File: src/rtl/dispenser_pkg.sv
// dispenser_pkg: shared states, denominations and error codes for the cash dispenser
package dispenser_pkg;
  typedef enum logic [2:0] {
    S_IDLE, S_PLAN, S_CHECK, S_DISPENSE, S_GAP, S_DONE, S_FAIL
  } state_t;
  localparam int NUM_CASSETTES = 4;
  localparam logic [31:0] DENOM [0:NUM_CASSETTES-1] = '{32'd20000, 32'd10000, 32'd5000, 32'd1000};
  localparam logic [1:0] ERR_NONE    = 2'b00;
  localparam logic [1:0] ERR_COMPOSE = 2'b01;
  localparam logic [1:0] ERR_TIMEOUT = 2'b10;
endpackage

File: src/rtl/dispenser_watchdog.sv
// dispenser_watchdog: counts cycles while enabled and flags expiry on the TIMEOUT-th cycle
module dispenser_watchdog #(
  parameter int TIMEOUT = 255
) (
  input  logic clk,
  input  logic rst_n,
  input  logic en,
  output logic expired
);
  localparam int W = $clog2(TIMEOUT + 1);
  logic [W-1:0] cnt;
  always_ff @(posedge clk or negedge rst_n)
    if (!rst_n) cnt <= '0;
    else cnt <= en ? cnt + 1'b1 : '0;
  assign expired = en && cnt == W'(TIMEOUT - 1);
endmodule

File: src/rtl/cash_dispenser_sequencer.sv
// cash_dispenser_sequencer: greedy bill planning over four cassettes and STB/ACK feeder sequencing.
// DISPENSER_TIMEOUT_EN adds an ACK watchdog that aborts with ERR_TIMEOUT.
module cash_dispenser_sequencer
  import dispenser_pkg::*;
#(
  parameter int MONTO_W       = 32,
  parameter int CNT_W         = 8,
  parameter int CASSETTE_FULL = 50,
  parameter int ACK_TIMEOUT   = 255
) (
  input  logic               CLK,
  input  logic               RESET,
  input  logic               ENTREGAR_DINERO,
  input  logic [MONTO_W-1:0] MONTO,
  input  logic               RECARGA,
  input  logic               BILLETE_ACK,
  output logic               BILLETE_STB,
  output logic [1:0]         BILLETE_SEL,
  output logic               OCUPADO,
  output logic               ENTREGA_OK,
  output logic               ENTREGA_ERROR,
  output logic [1:0]         ERROR_CODE,
  output logic [MONTO_W-1:0] RESTANTE
);
  state_t             state;
  logic [MONTO_W-1:0] rem;
  logic [1:0]         idx;
  logic [CNT_W-1:0]   plan  [NUM_CASSETTES];
  logic [CNT_W-1:0]   count [NUM_CASSETTES];
  logic [MONTO_W-1:0] denom_i;
  logic               plan_empty;
  logic               expired;

  assign denom_i       = MONTO_W'(DENOM[idx]);
  assign plan_empty    = plan[0] == '0 && plan[1] == '0 && plan[2] == '0 && plan[3] == '0;
  assign BILLETE_STB   = state == S_DISPENSE && plan[idx] != '0;
  assign BILLETE_SEL   = idx;
  assign OCUPADO       = state inside {S_PLAN, S_CHECK, S_DISPENSE, S_GAP};
  assign ENTREGA_OK    = state == S_DONE;
  assign ENTREGA_ERROR = state == S_FAIL;

`ifdef DISPENSER_TIMEOUT_EN
  dispenser_watchdog #(.TIMEOUT(ACK_TIMEOUT)) u_watchdog (
    .clk(CLK), .rst_n(RESET), .en(BILLETE_STB), .expired(expired)
  );
`else
  logic unused_timeout;
  assign unused_timeout = ACK_TIMEOUT != 0;
  assign expired = 1'b0;
`endif

  always_ff @(posedge CLK or negedge RESET)
    if (!RESET) begin
      state      <= S_IDLE;
      rem        <= '0;
      idx        <= '0;
      RESTANTE   <= '0;
      ERROR_CODE <= ERR_NONE;
      for (int k = 0; k < NUM_CASSETTES; k++) begin
        plan[k]  <= '0;
        count[k] <= '0;
      end
    end else begin
      case (state)
        S_IDLE: begin
          if (RECARGA)
            for (int k = 0; k < NUM_CASSETTES; k++) count[k] <= CNT_W'(CASSETTE_FULL);
          if (ENTREGAR_DINERO) begin
            rem        <= MONTO;
            RESTANTE   <= MONTO;
            ERROR_CODE <= ERR_NONE;
            idx        <= '0;
            for (int k = 0; k < NUM_CASSETTES; k++) plan[k] <= '0;
            state      <= S_PLAN;
          end
        end
        S_PLAN:
          if (rem >= denom_i && plan[idx] < count[idx]) begin
            plan[idx] <= plan[idx] + 1'b1;
            rem       <= rem - denom_i;
          end else begin
            idx <= idx + 1'b1;
            if (idx == 2'd3) state <= S_CHECK;
          end
        S_CHECK:
          if (rem != '0) begin
            ERROR_CODE <= ERR_COMPOSE;
            state      <= S_FAIL;
          end else begin
            rem   <= RESTANTE;
            idx   <= '0;
            state <= S_DISPENSE;
          end
        S_DISPENSE:
          if (plan_empty) state <= S_DONE;
          else if (plan[idx] == '0) idx <= idx + 1'b1;
          else if (BILLETE_ACK) begin
            plan[idx]  <= plan[idx] - 1'b1;
            count[idx] <= count[idx] - 1'b1;
            RESTANTE   <= RESTANTE - denom_i;
            state      <= S_GAP;
          end else if (expired) begin
            ERROR_CODE <= ERR_TIMEOUT;
            state      <= S_FAIL;
          end
        S_GAP: state <= S_DISPENSE;
        default: state <= S_IDLE;
      endcase
    end
endmodule

File: config.mk
export PLATFORM = sky130hd
export DESIGN_NAME = cash_dispenser_sequencer
export DESIGN_NICKNAME = d
export VERILOG_FILES = /design/src/rtl/dispenser_pkg.sv /design/src/rtl/dispenser_watchdog.sv /design/src/rtl/cash_dispenser_sequencer.sv
export SDC_FILE = /design/constraint.sdc
export NUM_CORES = 1
export LEC_CHECK = 0
export ABC_AREA = 1
export BUFFER_PORTS_ARGS = -buffer_cell sky130_fd_sc_hd__buf_2
export CORE_AREA = 2 2 116 230
export CTS_CLUSTER_DIAMETER = 40
export CTS_CLUSTER_SIZE = 24
export DETAILED_ROUTE_END_ITERATION = 16
export DIE_AREA = 0 0 118 232
export PLACE_DENSITY_LB_ADDON = 0.1
export SLEW_MARGIN = 5
export SYNTH_ARGS = -nofsm -noshare
export SYNTH_HDL_FRONTEND = slang
export SYNTH_SLANG_ARGS = --single-unit
File: constraint.sdc
create_clock -name CLK -period 3.94 [get_ports CLK]
set_clock_uncertainty 0.1 [all_clocks]
set_input_delay 0.591 -clock CLK [delete_from_list [all_inputs] [get_ports CLK]]
set_output_delay 0.591 -clock CLK [all_outputs]
set_load 0.05 [all_outputs]
==> out/results.ini <==
[grt]
antenna_found_initial = 1
grt_pass1_vias = 12284
grt_pass1_wl_um = 66500
grt_use_total_pct = 32.0
overflow = 0
grt_max_degree = 89

[cts]
cts_tree = built
cts-root-buf = clkbuf_16
ctsResizeCount = 0
cts.sinks = 134
h-tree-depth = 4
clkLatencyLatePin_ns = 0.46
postCtsHoldBufs = 0
cts_buffer_depth = 2
clk_pin_slew_worst_paths_ns = 0.07
cts_buffers = 17
cts_setup_buffers = 0

[finish]
seq_area_mm2 = 0.00335
multi_input_area_mm2 = 0.00675
area_delta_synth_final_pct = 11.4
fillers = 2793
nets = 1964
layout-drive-gt1-share_pct = 10.8
final_common_cell = nand2_1
layout_common_cells = nand2_1 (665), nand3_1 (227), inv_1 (193), nor2_1 (149), dfrtp_1 (134)

[worst_setup_path]
reg2regPathDepth = 15
crit_end = plan[6]$_DFFE_PN0P_
startpoint_type = flop
arrival_ns = 3.72
worstReg2RegStart = BILLETE_SEL[1]$_DFFE_PN0P_
critPathKind = flop to flop
cp-end-kind = flop
path_max_fanout = 22
r2r_end = plan[6]$_DFFE_PN0P_
critPathRequiredTime_ns = 4.19
reg2reg_slack_ns = 0.47
crit_start = BILLETE_SEL[1]$_DFFE_PN0P_

[die]
ioPinCount = 77
core-area_mm2 = 0.0257
core.rowCount = 83
dieHeight_um = 232
initial_core_util_pct = 44.1
fp.dieArea_mm2 = 0.0274
die_w_um = 118

[detailed_routing]
drt_pre_antenna_iters = 5
drt_iter0_drc = 676
num_vias = 12284
viasPerCell = 5.48
ant_nets = 0
wire_per_inst_um = 19.2
drc = 0
wl_um = 43000

[sta]
fmax_ghz = 0.288
finalCritPeriodShare_pct = 88.2
min_period_ns = 3.47
tns_ns = 0
timing.final.ws_setup_ns = 0.465
maxSlewViolCount = 0
hold_viol = 0
rsz0062_at_grt = false
relSlewSlack_pct = 38.9
worst_pin_slew_ns = 0.916
setup_violations = 0

[placement]
place_congestion = 0.985
dp_slack_ns = 0.534
dp.final_hpwl_um = 32700
io_buffers = 75

[logic_synthesis]
synthCells = 1832
syn_area_mm2 = 0.0113
avgSynthCellArea_um2 = 6.18
ys_ff_latch = 134
ys_warn_count = 0
synth_cell_types = 44
synth.yosys.seq_area_share_pct = 29.6
synth_nets = 1910

[min_path]
hold_class = input port to asynchronous set/reset pin

[status]
status = finished, final reports clean

[run]
maxCapViolCount = 0

## synthesized netlist by cell type, drive strengths merged
master  number  area share [%]
a21boi       1           0.066
a21oi       41             1.8
a31oi        1           0.055
a32o         1           0.088
and2         1           0.055
buf         46             2.8
clkbuf      26            0.86
clkinv       4            0.13
conb         1           0.033
dfrtp      134              30
fa           2            0.35
ha          39             4.3
inv        208             7.0
nand2      682              23
nand3      236              11
nand3b       1           0.066
nand4       71             3.9
nor2       156             5.4
nor3        23             1.1
nor4         1           0.055
o211ai       8            0.53
o21a         2            0.13
o21ai      104             4.8
o21bai       3            0.20
o221ai       3            0.23
o22ai       11            0.61
or2         12            0.66
xnor2        3            0.23
xor2        11            0.85
## worst max-delay path, stage by stage (launching register included)
cell	delay [ns]
dfrtp_1	0.44
inv_4	0.18
buf_4	0.27
nand3_1	0.10
nand2_1	0.16
inv_1	0.09
ha_1	0.31
nand2_1	0.08
o21ai_0	0.63
nor2_1	0.14
nand2_1	0.12
nand2_2	0.08
nand2_2	0.23
inv_2	0.24
nand2_1	0.13
nand2_1	0.05
## area by class of cell
class | instances | area share, %
clock inverter | 15 | 1.35
antenna | 1 | 0.0199
sequential | 134 | 26.6
tap | 340 | 3.38
clock buffer | 17 | 3.38
timing repair buffer | 107 | 5.33
inverter | 212 | 6.37
multi-input combinational | 1414 | 53.6
## worst min path at each step
stage | from | to | slack (ns)
floorplan | RESET | BILLETE_SEL[0]$_DFFE_PN0P_ | 0.20
global placement | count[12]$_DFFE_PN0P_ | count[12]$_DFFE_PN0P_ | 0.36
detailed placement | count[12]$_DFFE_PN0P_ | count[12]$_DFFE_PN0P_ | 0.36
CTS | RESET | RESTANTE[3]$_DFFE_PN0P_ | 0.16
global route | RESET | count[0]$_DFFE_PN0P_ | 0.19
finish | RESET | count[0]$_DFFE_PN0P_ | 0.12
## cells by family after synthesis
logic type,Yosys count,synth area share (%)
and+or+nand+nor,1183,45.3
buffers and inverters,284,10.8
AOI/OAI and AO/OA,175,8.49
DFF,134,29.6
adders and majority gates,41,4.67
xor gates and xnor gates,14,1.08
other,1,0.0331
## layer usage
metal / GRT usage (%) / up-vias / share of wire [%]
met4: 30.7 / 2 / 11
li1: - / 6030 / -
met2: 60.4 / 395 / 53
met3: 4.86 / 196 / 3.8
met5: 0 / - / 0.040
met1: 28.2 / 5661 / 32
## sequential cells by signal, summed over array words and instances (netlist names)
register,cells
state,3
BILLETE_SEL,2
RESTANTE,32
rem,32
ERROR_CODE,1
plan,32
count,32
## stage by stage
stage / utilization [%] / hold slack [ns] / std cells / instance area [um^2]
6_report: 49.1 / 0.120 / 2240 / 12600
5_1_grt: 49.1 / 0.193 / 2239 / 12600
4_1_cts: 49.1 / 0.160 / 2239 / 12600
3_5_place_dp: 46.8 / 0.359 / 2207 / 12000
3_3_place_gp: 46.8 / 0.356 / 2207 / 12000
2_1_floorplan: - / 0.195 / 1832 / 11300
Power is not shown: default switching activity piles up to over one toggle a cycle in this logic, so the estimate is an artifact.
